File: src/rtl/seq_stim_tx_pkg.sv
`default_nettype none
// ============================================================================
//  Module      : seq_stim_pkg
//  Description : Shared state encoding and field widths for the serial
//                pattern transmitter.
//  Revision    : 1.0  initial release
// ============================================================================
package seq_stim_pkg;

    // Width of the repetition field on the load port.
    localparam int c_rep_w = 4;

    // Transmitter FSM states.
    typedef enum logic [1:0] {
        S_IDLE  = 2'd0,
        S_SHIFT = 2'd1,
        S_GAP   = 2'd2
    } state_t;

endpackage
`default_nettype wire

File: src/rtl/seq_stim_tx_if.sv
`default_nettype none
// ============================================================================
//  Module      : seq_stim_tx_if
//  Description : Load port and serial output bundle of the pattern
//                transmitter. The producer of words uses 'master', the
//                transmitter itself uses 'slave'.
//  Revision    : 1.0  initial release
// ============================================================================
interface seq_stim_tx_if #(
    parameter int WIDTH = 8
);
    import seq_stim_pkg::*;

    logic                load_valid;
    logic                load_ready;
    logic [WIDTH-1:0]    load_data;
    logic [c_rep_w-1:0]  load_rep;
    logic                out;
    logic                out_valid;
    logic                busy;
    logic                done;

    modport master (
        output load_valid, load_data, load_rep,
        input  load_ready, out, out_valid, busy, done
    );

    modport slave (
        input  load_valid, load_data, load_rep,
        output load_ready, out, out_valid, busy, done
    );

endinterface
`default_nettype wire

File: src/rtl/seq_stim_tx_piso_shreg.sv
`default_nettype none
// ============================================================================
//  Module      : piso_shreg
//  Description : WIDTH-bit parallel-load, shift-left register. Serial output
//                is the MSB; the bit below it is exposed so the owner can
//                register the upcoming bit in the same edge as the shift.
//  Revision    : 1.0  initial release
// ============================================================================
module piso_shreg #(
    parameter int WIDTH = 8
) (
    input  wire logic             clk,
    input  wire logic             rst,
    input  wire logic             load,
    input  wire logic             shift,
    input  wire logic [WIDTH-1:0] din,
    output logic                  dout,
    output logic                  dnext
);

    logic [WIDTH-1:0] sr_q;
    logic [WIDTH-1:0] sr_d;

    // Load has priority over shift; otherwise hold.
    always_comb begin
        sr_d = sr_q;
        if (load) begin
            sr_d = din;
        end else if (shift) begin
            sr_d = {sr_q[WIDTH-2:0], 1'b0};
        end
    end

    // Register update.
    always_ff @(posedge clk) begin
        if (rst) begin
            sr_q <= '0;
        end else begin
            sr_q <= sr_d;
        end
    end

    assign dout  = sr_q[WIDTH-1];
    assign dnext = sr_q[WIDTH-2];

endmodule
`default_nettype wire

File: src/rtl/seq_stim_tx.sv
`default_nettype none
// ============================================================================
//  Module      : seq_stim_tx
//  Description : Serial pattern transmitter. Accepts a word on a valid/ready
//                port and sends it MSB-first load_rep+1 times, with GAP idle
//                cycles after each word. out/out_valid/done are registered;
//                busy/load_ready are decoded from the state register.
//  Revision    : 1.0  initial release
// ============================================================================
module seq_stim_tx
    import seq_stim_pkg::*;
#(
    parameter int   WIDTH    = 8,
    parameter int   GAP      = 0,
    parameter logic IDLE_BIT = 1'b0
) (
    input  wire logic     clk,
    input  wire logic     rst,
    seq_stim_tx_if.slave  bus
);

    localparam int c_bit_w = $clog2(WIDTH);
    localparam int c_gap_w = ($clog2(GAP + 1) > 1) ? $clog2(GAP + 1) : 1;

    localparam logic [c_bit_w-1:0] c_bit_last = c_bit_w'(WIDTH - 1);
    localparam logic [c_bit_w-1:0] c_bit_one  = c_bit_w'(1);
    localparam logic [c_gap_w-1:0] c_gap_last = c_gap_w'((GAP > 0) ? GAP - 1 : 0);
    localparam logic [c_gap_w-1:0] c_gap_one  = c_gap_w'(1);
    localparam logic [c_rep_w-1:0] c_rep_one  = c_rep_w'(1);

    state_t               state_q,     state_d;
    logic [c_bit_w-1:0]   bit_cnt_q,   bit_cnt_d;
    logic [c_gap_w-1:0]   gap_cnt_q,   gap_cnt_d;
    logic [c_rep_w-1:0]   rep_cnt_q,   rep_cnt_d;
    logic [WIDTH-1:0]     word_q,      word_d;
    logic                 final_q,     final_d;
    logic                 out_q,       out_d;
    logic                 out_valid_q, out_valid_d;
    logic                 done_q,      done_d;

    logic                 w_accept;
    logic                 w_sr_load;
    logic                 w_sr_shift;
    logic [WIDTH-1:0]     w_sr_din;
    logic                 w_sr_dout;
    logic                 w_sr_dnext;

    // Reset blocks acceptance so a simultaneous load_valid is never taken.
    assign bus.load_ready = (state_q == S_IDLE) && !rst;
    assign bus.busy       = (state_q != S_IDLE);
    assign w_accept       = bus.load_valid && bus.load_ready;

    piso_shreg #(
        .WIDTH (WIDTH)
    ) u_shreg (
        .clk   (clk),
        .rst   (rst),
        .load  (w_sr_load),
        .shift (w_sr_shift),
        .din   (w_sr_din),
        .dout  (w_sr_dout),
        .dnext (w_sr_dnext)
    );

    // Next-state, counters and next value of every registered output.
    always_comb begin
        state_d     = state_q;
        bit_cnt_d   = bit_cnt_q;
        gap_cnt_d   = gap_cnt_q;
        rep_cnt_d   = rep_cnt_q;
        word_d      = word_q;
        final_d     = final_q;
        out_d       = IDLE_BIT;
        out_valid_d = 1'b0;
        done_d      = 1'b0;
        w_sr_load   = 1'b0;
        w_sr_shift  = 1'b0;
        w_sr_din    = word_q;

        unique case (state_q)
            S_IDLE: begin
                if (w_accept) begin
                    state_d     = S_SHIFT;
                    word_d      = bus.load_data;
                    w_sr_din    = bus.load_data;
                    w_sr_load   = 1'b1;
                    rep_cnt_d   = bus.load_rep;
                    bit_cnt_d   = '0;
                    final_d     = 1'b0;
                    out_d       = bus.load_data[WIDTH-1];
                    out_valid_d = 1'b1;
                end
            end

            S_SHIFT: begin
                if (bit_cnt_q != c_bit_last) begin
                    // Mid-word: the bit below the current MSB goes out next.
                    w_sr_shift  = 1'b1;
                    bit_cnt_d   = bit_cnt_q + c_bit_one;
                    out_d       = w_sr_dnext;
                    out_valid_d = 1'b1;
                end else if (rep_cnt_q != '0) begin
                    // Word finished with repetitions pending: rearm from the
                    // stored word, either seamlessly or after the gap.
                    rep_cnt_d = rep_cnt_q - c_rep_one;
                    w_sr_load = 1'b1;
                    bit_cnt_d = '0;
                    if (GAP == 0) begin
                        out_d       = word_q[WIDTH-1];
                        out_valid_d = 1'b1;
                    end else begin
                        state_d   = S_GAP;
                        gap_cnt_d = '0;
                    end
                end else begin
                    // Final word finished.
                    done_d = 1'b1;
                    if (GAP == 0) begin
                        state_d = S_IDLE;
                    end else begin
                        state_d   = S_GAP;
                        gap_cnt_d = '0;
                        final_d   = 1'b1;
                    end
                end
            end

            S_GAP: begin
                if (gap_cnt_q == c_gap_last) begin
                    if (final_q) begin
                        state_d = S_IDLE;
                    end else begin
                        // Shift register was reloaded on entry to the gap.
                        state_d     = S_SHIFT;
                        bit_cnt_d   = '0;
                        out_d       = w_sr_dout;
                        out_valid_d = 1'b1;
                    end
                end else begin
                    gap_cnt_d = gap_cnt_q + c_gap_one;
                end
            end

            default: begin
                state_d = S_IDLE;
            end
        endcase
    end

    // State, counter and output registers.
    always_ff @(posedge clk) begin
        if (rst) begin
            state_q     <= S_IDLE;
            bit_cnt_q   <= '0;
            gap_cnt_q   <= '0;
            rep_cnt_q   <= '0;
            word_q      <= '0;
            final_q     <= 1'b0;
            out_q       <= IDLE_BIT;
            out_valid_q <= 1'b0;
            done_q      <= 1'b0;
        end else begin
            state_q     <= state_d;
            bit_cnt_q   <= bit_cnt_d;
            gap_cnt_q   <= gap_cnt_d;
            rep_cnt_q   <= rep_cnt_d;
            word_q      <= word_d;
            final_q     <= final_d;
            out_q       <= out_d;
            out_valid_q <= out_valid_d;
            done_q      <= done_d;
        end
    end

    assign bus.out       = out_q;
    assign bus.out_valid = out_valid_q;
    assign bus.done      = done_q;

endmodule
`default_nettype wire

File: src/flat_wrapper.sv
// flat-port wrapper written by rule: the top's interface ports become plain ports
module seq_stim_tx_flat import seq_stim_pkg::*;
#(
    parameter int   WIDTH    = 8,
    parameter int   GAP      = 0,
    parameter logic IDLE_BIT = 1'b0
)
  (clk, rst, bus_load_valid, bus_load_data, bus_load_rep, bus_load_ready, bus_out, bus_out_valid, bus_busy, bus_done);
  seq_stim_tx_if #(.WIDTH(WIDTH)) bus_i ();
  input  wire logic clk;
  input  wire logic rst;
  input wire logic [$bits(bus_i.load_valid)-1:0] bus_load_valid;
  input wire logic [$bits(bus_i.load_data)-1:0] bus_load_data;
  input wire logic [$bits(bus_i.load_rep)-1:0] bus_load_rep;
  output wire logic [$bits(bus_i.load_ready)-1:0] bus_load_ready;
  output wire logic [$bits(bus_i.out)-1:0] bus_out;
  output wire logic [$bits(bus_i.out_valid)-1:0] bus_out_valid;
  output wire logic [$bits(bus_i.busy)-1:0] bus_busy;
  output wire logic [$bits(bus_i.done)-1:0] bus_done;
  assign bus_i.load_valid = bus_load_valid;
  assign bus_i.load_data = bus_load_data;
  assign bus_i.load_rep = bus_load_rep;
  assign bus_load_ready = bus_i.load_ready;
  assign bus_out = bus_i.out;
  assign bus_out_valid = bus_i.out_valid;
  assign bus_busy = bus_i.busy;
  assign bus_done = bus_i.done;
  seq_stim_tx #(.WIDTH(WIDTH), .GAP(GAP), .IDLE_BIT(IDLE_BIT)) u_core (.clk(clk), .rst(rst), .bus(bus_i));
endmodule
File: config.mk
export PLATFORM = sky130hd
export DESIGN_NAME = seq_stim_tx_flat
export DESIGN_NICKNAME = d
export VERILOG_FILES = /design/src/rtl/seq_stim_tx_pkg.sv /design/src/rtl/seq_stim_tx_if.sv /design/src/rtl/seq_stim_tx_piso_shreg.sv /design/src/rtl/seq_stim_tx.sv /design/src/flat_wrapper.sv
export SDC_FILE = /design/constraint.sdc
export NUM_CORES = 1
export LEC_CHECK = 0
export ABC_CLOCK_PERIOD_IN_PS = 5000
export CORE_MARGIN = 1.5
export CORE_UTILIZATION = 50
export DETAILED_ROUTE_END_ITERATION = 12
export PLACE_DENSITY = 0.76
export SKIP_LAST_GASP = 1
export SLEW_MARGIN = 20
export SYNTH_ARGS = -nofsm -noshare
export SYNTH_HDL_FRONTEND = slang
export SYNTH_HIERARCHICAL = 1
export SYNTH_SLANG_ARGS = --single-unit
File: constraint.sdc
create_clock -name clk -period 5 [get_ports clk]
set_clock_uncertainty 0.05 [all_clocks]
set_input_delay 0.5 -clock clk [delete_from_list [all_inputs] [get_ports clk]]
set_output_delay 0.5 -clock clk [all_outputs]
set_load 0.03 [all_outputs]
# == Word level (Yosys, flattened, before mapping) ==
# Cells that the tools add are included.
# totals
ff_bits,29
inputBits,15
output_inout_bits,5
# op_classes
bitwise,1
reduce_logical,13
mux,34
add_sub_neg,3
eq_ne,9
# op_table
operator,n
$mux 8,4
$mux 1,13
$mux 3,4
$mux 4,3
$reduce_and 4->1,3
$pmux 3 s3,1
$mux 2,4
$pmux 4 s2,1
$ne 2x2->1 const B,3
$pmux 1 s3,2
$pmux 2 s3,1
$reduce_bool 2->1,3
$ne 2x1->1 const B,2
$reduce_bool 4->1,1
$sub 4x1->4 const B,1
$add 3x1->3 const B,1
$ne 3x1->1 const B,1
$ne 3x3->1 const B,1
$reduce_bool 3->1,1
$reduce_or 3->1,1
$eq 2x1->1 const B,1
$eq 2x2->1 const B,1
$logic_and 1x1->1,2
$logic_not 2->1,1
other kinds (4),4

# == Logic depth before layout (Yosys ltp) ==
# Gate-level depths: netlist (run 1).
# logic_depth
ltp_word,6
depth_mapped,7
depth_no_buf,6

# == Modules after synthesis ==
# Netlist (run 1), hierarchy kept.
# modules_own_cells
mod,area_per_inst_um2,seq_area_each_um2,n_inst,cells_per_inst
seq_stim_tx,1064.8,380.4,1,109
piso_shreg,369.1,160.2,1,35

# == Worst setup path before layout (run 1) ==
# No wires, ideal clock.
# synth_path
path_kind,register to register
from,reg u_core.rep_cnt_q[0]
to,reg u_core.u_shreg.sr_q[0]
arrival_ns,1.747
setup_slack_ns,3.133
period_less_slack_ns,1.867
t_required_ns,4.880
setup_ns,0.070
stages_incl_launch_ff,7
cell_sequence,dfxtp_1 -> inv_1 -> ha_1 -> or3b_1 -> a31o_1 -> or3b_1 -> a21oi_1
# synth_via
elab_chain_cells,5
# synth_lines
element,line_no,text
start: declaration,seq_stim_tx.sv:34,"logic [c_rep_w-1:0] rep_cnt_q, rep_cnt_d;"
start signal: assignment,seq_stim_tx.sv:166,rep_cnt_q <= rep_cnt_d;
$reduce_bool 4->1 (*),seq_stim_tx.sv:102,end else if (rep_cnt_q != '0) begin
$mux 1 (*),-,
$mux 1 (*),seq_stim_tx.sv:96,if (bit_cnt_q != c_bit_last) begin
$pmux 1 s2 (*),seq_stim_tx.sv:80,unique case (state_q)
via u_core.w_sr_load,seq_stim_tx.sv:42,logic w_sr_load;
$mux 8 / $reduce_bool 2->1 (equally long branches),-,
end signal: assignment,seq_stim_tx_piso_shreg.sv:39,sr_q <= sr_d;
end: declaration,seq_stim_tx_piso_shreg.sv:21,logic [WIDTH-1:0] sr_q;
# The timed path passes the listed nets; every way through them passes the cells marked *.
# A chain may end at the register's enable or synchronous reset.

# == Worst setup path after layout (run 1) ==
# layout_path
from,in rst
to,out bus_load_ready
# layout_via
elab_chain_cells,2
# layout_lines
element,line_no,text
start: declaration,flat_wrapper.sv:11,input wire logic rst;
$logic_not 1->1,seq_stim_tx.sv:49,assign bus.load_ready = (state_q == S_IDLE) && !rst;
$logic_and 1x1->1,seq_stim_tx.sv:49,
end: declaration,flat_wrapper.sv:15,output wire logic [$bits(bus_i.load_ready)-1:0] bus_load_ready;
# Every way passes these cells.

==> flow_summary_export.csv, run 1 <==
group,metric,value,unit
run_status,status,"complete, no violations",
place,dp_cells,180,
clock_network,cts_hold_buf,0,
sta,fmax,357,MHz
global_routing,grt_first_pass_wirelength,4620,µm
worst_setup_path,cpMaxStageDelayCell,"clkdlybuf4s50_1",
worst_setup_path,cp.arrival,2.25,ns
die,core_area,0.00254,mm²
worst_setup_path,setup.worst_path.start_class,"input port",
clock_network,cts_htree_levels,1,
layout,layout.cells.non_filler,184,
logic_synthesis,syn_inst,140,
sta,slew_viol_final,0,
power_and_ir_drop,p_int,0.332,mW
die,row_count,18,
power_and_ir_drop,combinationalPowerShare,25.6,%
power_and_ir_drop,finalPower,0.471,mW
clock_network,cts_setup_buffers,0,
worst_setup_path,ff2ff_setup_slack,2.76,ns
worst_setup_path,cp.required,4.45,ns
place,pre_cts_slack,2.00,ns
logic_synthesis,synthesis.nets,159,
layout,nFillCells,225,
sta,hold_viol,0,
sta,rsz0062_at_grt,"false",
hold_path,hold_class,"flop to flop",
global_routing,grt-ovfl-total,0,
power_and_ir_drop,swShare,29.5,%
die,fp.dieW,55.7,µm
layout,nets,174,
sta,whs,0.455,ns
route,drc,0,
sta,tns,0,ns
worst_setup_path,path_class,"input port to output port",
sta,setup_violations,0,
layout,stdcell_area,0.00159,mm²
power_and_ir_drop,p_leak,0.610,nW
route,drt_iter0_markers,14,
global_routing,grt_antenna_before_repair,0,
power_and_ir_drop,max-vdd-ir-drop,0.221,mV
global_routing,track_usage,18.7,%
clock_network,cts_tree,"done",
place,io_buffers,19,
sta,slew_headroom,33.9,%
route,ant_nets,0,
clock_network,clockRootBuffer,"clkbuf_4",
power_and_ir_drop,seqPwrFrac,52.3,%
run,maxCapViolations,0,
die,die_area,0.00311,mm²
power_and_ir_drop,power-per-cell-area,297,mW/mm²
die,fp.dieH,55.7,µm
global_routing,grt_pass1_vias,1046,
power_and_ir_drop,p_clk_share,22.1,%
clock_network,post_cts_resized,0,
clock_network,cts_max_path_buffers,2,
layout,final_util,62.4,%
place,dp_hpwl,1960,µm
die,io_pins,20,
worst_setup_path,slowest_delay,0.82,ns
place,place_congestion,0.743,
global_routing,grt_max_degree,30,
layout,insertedDiodeCount,0,
sta,period_share,55.9,%
route,viasPerCell,5.77,
worst_setup_path,crit_fanout,22,
clock_network,clkTransAtPathRegs,0.13,ns
worst_setup_path,crit_top_cell,"clkdlybuf4s50_1",
place,placed_area,0.00155,mm²
clock_network,clk_latency,0.32,ns
sta,min_period,2.80,ns
layout,area_growth,14.2,%
clock_network,numCtsBuffers,3,
route,routedWlPerCell,14.8,µm
logic_synthesis,synth_warnings,6,
worst_setup_path,crit_path_cell_trace,"clkdlybuf4s50_1 -> nor2_1 -> clkdlybuf4s50_1",
logic_synthesis,synth_area,0.00139,mm²
power_and_ir_drop,p_switching,0.139,mW
clock_network,clkSinkCount,26,
sta,tightest_slew,0.990,ns
sta,fin_ws,2.20,ns
worst_setup_path,end_kind,"output port",
layout,drive_gt1_share,9.74,%
route,num_vias,1062,
logic_synthesis,syn_avg_cell_area,9.93,µm²
route,firstDrtPassIters,4,
route,finalWirelength,2720,µm
die,start_util,54.6,%
[power by group through the flow]
| stage | clock network [mW] | logic (mW) | registers [mW] |
|---|---|---|---|
| floorplan | 0 | 0.0977 | 0.244 |
| global placement | 0 | 0.117 | 0.250 |
| detailed placement | 0 | 0.120 | 0.251 |
| CTS | 0.108 | 0.121 | 0.246 |
| global route | 0.119 | 0.132 | 0.250 |
| finish | 0.104 | 0.121 | 0.247 |
[layout make-up]
cell class / count / area [µm²] / share of cell area [%]
tap: 30 / 37.5 / 2.36
clock buffer: 4 / 36.3 / 2.29
multi-input combinational: 99 / 781 / 49.2
sequential: 26 / 520 / 32.8
inverter: 6 / 22.5 / 1.42
timing repair buffer: 19 / 190 / 12.0
[state kept, by name, summed over array words and instances (netlist names)]
signal	flops
u_core/bit_cnt_q	3
u_core/bus.done	1
u_core/bus.out	1
u_core/bus.out_valid	1
u_core/rep_cnt_q	4
u_core/state_q	1
u_core/u_shreg/sr_q	7
u_core/word_q	8
[critical path, delay by kind of cell]
family                 cells  cell delay (ns)
and+or+nand+nor            1             0.23
buffers and inverters      2             1.51
[metal layers]
metal / vias to the layer above / track usage [%] / wire (µm)
met5: - / 0 / 0
met1: 497 / 23.2 / 1270
met4: 0 / 5.92 / 27
met2: 23 / 30.8 / 1300
li1: 537 / - / -
met3: 5 / 5.58 / 124
[final timing paths]
kind                       startpoint                      to  cells after the start
setup / recovery                  rst          bus_load_ready                      3
hold / removal    u_core/rep_cnt_q[1]     u_core/rep_cnt_q[1]                      2
setup reg to reg    u_core/state_q[0]  u_core/u_shreg/sr_q[0]                      4
hold reg to reg   u_core/rep_cnt_q[1]     u_core/rep_cnt_q[1]                      2
[layout by cell type (no fill, tap or decap), drive strengths merged]
cell and n:
o311ai 2, ha 4, mux2i 8, mux2 9
nand4bb 2, nor4b 1, nor2b 13, nand2 7
nor3b 1, o21ai 3, o2111ai 1, a211oi 6
nor3 4, nand2b 2, clkdlybuf4s50 19, dfxtp 26
o2bb2ai 1, nand3 3, and4 1, a21oi 3
nor2 4, a21bo 1, and3b 1, a211o 1
clkbuf 4, nor4 1, and2 8, a311o 1
or3b 2, a31o 1, nand3b 1, o31a 1
inv 6, nand4 2, o221ai 1, a31oi 1
o211ai 2
No activity file was read; power rests on OpenSTA's default activity.
==> inputs of run 2 (changes only) <==
Settings changed: ABC_CLOCK_PERIOD_IN_PS 5000 to 2500, CORE_UTILIZATION 50 to 48.
Clock period 5 ns to 2.5 ns, I/O delays scaled along.
==> run 2 against run 1 <==
First-iteration DRC count rose to 2.6 times the previous value. Cell count rose by 2.2%. Sequential cell count unchanged. Clock power grew to 2.8 times the previous value. Worst setup slack lost 1.8 ns. Via count grew 3.1%. Critical path type is now flop to flop.
==> flow_summary_export.csv, run 2 (same netlist as run 1, synthesis figures left out) <==
group,metric,value,unit
die,fp.dieH,56.8,µm
global_routing,grt_pass1_vias,1002,
sta,hold_viol,0,
power_and_ir_drop,max-vdd-ir-drop,0.417,mV
layout,final_util,59.0,%
route,finalWirelength,2660,µm
die,die_area,0.00323,mm²
worst_setup_path,cp.required,2.72,ns
layout,nets,177,
worst_setup_path,end_kind,"flop",
route,drt_iter0_markers,37,
clock_network,cts_max_path_buffers,2,
sta,period_share,84.5,%
clock_network,cts_setup_buffers,0,
run,maxCapViolations,0,
clock_network,clockRootBuffer,"clkbuf_4",
die,start_util,50.4,%
die,io_pins,20,
clock_network,clkSinkCount,26,
worst_setup_path,cp.arrival,2.33,ns
clock_network,cts_hold_buf,0,
route,num_vias,1095,
worst_setup_path,crit_fanout,9,
global_routing,track_usage,17.2,%
sta,tightest_slew,0.420,ns
sta,slew_viol_final,0,
layout,insertedDiodeCount,0,
place,io_buffers,19,
place,placed_area,0.00158,mm²
sta,tns,0,ns
power_and_ir_drop,power-per-cell-area,634,mW/mm²
global_routing,grt_max_degree,22,
hold_path,hold_class,"flop to flop",
sta,min_period,2.11,ns
run_status,status,"complete, no violations",
clock_network,clk_latency,0.32,ns
sta,whs,0.480,ns
clock_network,cts_htree_levels,1,
sta,rsz0062_at_grt,"false",
route,firstDrtPassIters,4,
global_routing,grt_first_pass_wirelength,4450,µm
place,place_congestion,0.795,
sta,setup_violations,0,
layout,final_cell_mix,"26 x dfxtp_1, 19 x clkdlybuf4s50_1, 13 x nor2b_1",
clock_network,clkTransAtPathRegs,0.14,ns
clock_network,post_cts_resized,0,
route,viasPerCell,5.82,
layout,area_growth,17.1,%
die,row_count,19,
sta,slew_headroom,72.0,%
layout,reg_top3,"u_core/word_q (8), u_core/u_shreg/sr_q (7), u_core/rep_cnt_q (4)",
die,fp.dieW,56.8,µm
layout,drive_gt1_share,11.5,%
worst_setup_path,setup.worst_path.start_class,"flop",
route,drc,0,
route,ant_nets,0,
worst_setup_path,path_class,"flop to flop",
global_routing,grt-ovfl-total,0,
global_routing,grt_antenna_before_repair,0,
layout,largest_reg_flops,8,
sta,fmax,474,MHz
power_and_ir_drop,finalPower,1.03,mW
layout,registers.top_by_ff_count,"u_core/word_q",
clock_network,cts_tree,"done",
route,routedWlPerCell,14.1,µm
die,core_area,0.00276,mm²
place,dp_hpwl,2000,µm
clock_network,numCtsBuffers,3,
power_and_ir_drop,p_leak,0.632,nW
layout,stdcell_area,0.00163,mm²
layout,layout_commonest_cell,"dfxtp_1",
run 2: area by class of cell:
type,instances,area [µm²]
fillers,257,1130
multi-input cells,99,781
flip-flops and latches,26,520
repair buffers,22,213
well taps,31,38.8
clock inverters,1,30.0
clock buffers,3,22.5
inverters,6,22.5
run 2: metal layers:
metal	wire, µm	global-route usage (%)
met5	0	0
met1	1210	22.2
met3	107	4.61
met4	23	3.65
met2	1320	28.7
run 2: path summary, 6_finish.rpt:
path                        from                endpoint  slack [ns]  cells after the start
max          u_core/rep_cnt_q[0]  u_core/u_shreg/sr_q[0]        0.39                      6
min          u_core/rep_cnt_q[0]     u_core/rep_cnt_q[0]        0.48                      2
max reg2reg  u_core/rep_cnt_q[0]  u_core/u_shreg/sr_q[0]        0.39                      6
min reg2reg  u_core/rep_cnt_q[0]     u_core/rep_cnt_q[0]        0.48                      2
run 2: stage by stage:
stage / std cells / setup WS, ns
after floorplan: 140 / 0.641
after global placement: 184 / 0.449
after detailed placement: 184 / 0.353
after CTS: 188 / 0.408
after global routing: 188 / 0.273
final: 188 / 0.389
run 2: worst max-delay path, stage by stage (launching register included):
cell	delay, ns
dfxtp_1	0.37
inv_1	0.07
ha_1	0.25
or3b_1	0.43
a31o_1	0.32
or3b_1	0.39
a21oi_1	0.16
run 2: report_power, final:
| part | switching (mW) | internal, mW | leakage (nW) |
|---|---|---|---|
| logic | 0.129 | 0.131 | 0.391 |
| clock network | 0.129 | 0.162 | 0.0279 |
| registers | 0.0319 | 0.449 | 0.213 |
| total | 0.290 | 0.743 | 0.632 |
==> inputs of run 3 (changes only) <==
Settings changed: ABC_CLOCK_PERIOD_IN_PS 2500 to 2090, CORE_UTILIZATION 48 to 50.
Clock period 2.5 ns to 2.09 ns, I/O delays scaled along.
==> run 3 against run 2 <==
Register-to-register slack worse by 0.28 ns. Count of clock-buffer cells in the layout unchanged. Final area up 3.0%. Critical endpoint unchanged. Global-route usage up 2.8 points. Combinational power up 30%. Non-clock buffer count up 5. Core utilization up 6.9 points. Largest cell class unchanged. Wire length up 7.7%. Die area down 3.8%. Sequential power up 20%.
==> flow_summary_export.csv, run 3 (same netlist as run 1, synthesis figures left out) <==
group,metric,value,unit
route,finalWirelength,2860,µm
worst_setup_path,path_class,"flop to flop",
worst_setup_path,setup.worst_path.start_class,"flop",
worst_setup_path,reg2reg_to,"u_core/u_shreg/sr_q[0]",
clock_network,clockRootBuffer,"clkbuf_4",
die,core_area,0.00254,mm²
worst_setup_path,worstReg2RegStart,"u_core/rep_cnt_q[0]",
clock_network,clkTransAtPathRegs,0.15,ns
layout,layout_commonest_cell,"dfxtp_1",
worst_setup_path,critical_path_buf_inv_count,1,
global_routing,grt_first_pass_wirelength,4930,µm
layout,nFillCells,204,
sta,fmax,504,MHz
worst_setup_path,slowest_delay,0.42,ns
layout,drive_gt1_share,17.3,%
layout,insertedDiodeCount,0,
worst_setup_path,crit_fanout,9,
global_routing,grt_pass1_vias,1092,
route,wl_met1,1330,µm
worst_setup_path,cp.required,2.30,ns
route,viasPerCell,5.69,
route,dr_wl_met2,1360,µm
sta,slew_viol_final,0,
sta,tns,0,ns
sta,min_period,1.98,ns
power_and_ir_drop,power-per-cell-area,751,mW/mm²
worst_setup_path,crit_path_cell_trace,"inv_1 -> ha_2 -> or3b_4 -> a31o_4 -> or3b_1 -> a21oi_1",
die,fp.dieW,55.7,µm
clock_network,clk_latency,0.33,ns
hold_path,hold_class,"flop to flop",
layout,registers.top_by_ff_count,"u_core/word_q",
place,io_buffers,19,
hold_path,hold_depth,2,
clock_network,numCtsBuffers,3,
worst_setup_path,cpMaxStageDelayCell,"or3b_4",
sta,period_share,94.9,%
layout,largest_reg_flops,8,
clock_network,cts_hold_buf,0,
global_routing,track_usage,20.0,%
sta,setup_violations,0,
die,fp.dieH,55.7,µm
layout,final_cell_mix,"25 x dfxtp_1, 18 x clkdlybuf4s50_1, 13 x nor2b_1",
route,drt_iter0_markers,29,
clock_network,cts_max_path_buffers,2,
run,maxCapViolations,0,
clock_network,cts_tree,"done",
hold_path,hold_path_end,"u_core/rep_cnt_q[0]",
die,io_pins,20,
route,wl_met3,126,µm
worst_setup_path,ff2ff_setup_slack,0.11,ns
route,routedWlPerCell,14.9,µm
die,die_area,0.00311,mm²
die,row_count,18,
sta,rsz0062_at_grt,"false",
global_routing,grt-ovfl-total,0,
route,firstDrtPassIters,4,
route,dr.max_layer_used,"met4",
layout,area_growth,20.6,%
route,drc,0,
route,ant_nets,0,
layout,final_util,65.9,%
clock_network,clkSinkCount,26,
global_routing,grt_antenna_before_repair,0,
hold_path,hold_start,"u_core/rep_cnt_q[0]",
place,place_congestion,0.775,
run_status,status,"complete, no violations",
die,start_util,54.6,%
sta,hold_viol,0,
layout,nets,182,
layout,reg_top3,"u_core/word_q (8), u_core/u_shreg/sr_q (7), u_core/rep_cnt_q (4)",
power_and_ir_drop,p_leak,0.659,nW
worst_setup_path,critical-path-top-delay-family,"simple AND/OR/NAND/NOR gates",
global_routing,grt_max_degree,22,
worst_setup_path,r2r_cells,6,
sta,tightest_slew,0.346,ns
sta,slew_headroom,76.9,%
sta,whs,0.463,ns
worst_setup_path,end_kind,"flop",
clock_network,cts_htree_levels,1,
power_and_ir_drop,max-vdd-ir-drop,0.624,mV
worst_setup_path,cp.arrival,2.20,ns
route,num_vias,1092,
place,dp_hpwl,2160,µm
run 3: worst max-delay path by stage:
stage | from | end | cells past startpoint
finish | u_core/rep_cnt_q[0] | u_core/u_shreg/sr_q[0] | 6
global route | u_core/rep_cnt_q[0] | u_core/u_shreg/sr_q[0] | 6
CTS | u_core/rep_cnt_q[0] | u_core/u_shreg/sr_q[0] | 6
detailed placement | u_core/rep_cnt_q[0] | u_core/u_shreg/sr_q[0] | 6
global placement | u_core/rep_cnt_q[0] | u_core/u_shreg/sr_q[0] | 6
floorplan | u_core/rep_cnt_q[0] | u_core/u_shreg/sr_q[0] | 6
run 3: what timing repair did:
action	in CTS	in global routing
gates resized for setup	0	5
setup endpoints to repair	0	4
setup buffers	0	0
run 3: report_power, final:
group / internal, mW / leakage (nW) / switching [mW]
Combinational: 0.175 / 0.418 / 0.163
Clock: 0.194 / 0.0279 / 0.152
Sequential: 0.538 / 0.213 / 0.0370
Total: 0.907 / 0.659 / 0.352
run 3: worst min-delay path, stage by stage, from the launching register on:
cell,delay (ns)
dfxtp_2,0.37
nand2_1,0.06
mux2i_1,0.06
run 3: layer usage:
| layer | track usage, % | vias to the layer above |
|---|---|---|
| met5 | 0 | - |
| li1 | - | 549 |
| met2 | 34.2 | 25 |
| met1 | 24.1 | 512 |
| met3 | 4.65 | 6 |
| met4 | 7.67 | 0 |
run 3: area by class of cell:
cell class                 count  area, µm²  area share, %
sequential                    26        522           31.1
timing repair buffer          27        248           14.8
clock buffer                   3       22.5           1.34
inverter                       6       22.5           1.34
multi-input combinational     99        795           47.4
clock inverter                 1       30.0           1.79
tap                           30       37.5           2.24
run 3: metrics by stage:
step,power [mW],area [µm²],cells,setup slack [ns]
5_1_grt,1.32,1680,192,0.0272
3_5_place_dp,0.909,1610,188,0.0444
4_1_cts,1.25,1660,192,0.00121
6_report,1.26,1680,192,0.107
3_3_place_gp,0.892,1610,188,0.155
2_1_floorplan,0.816,1390,140,0.231
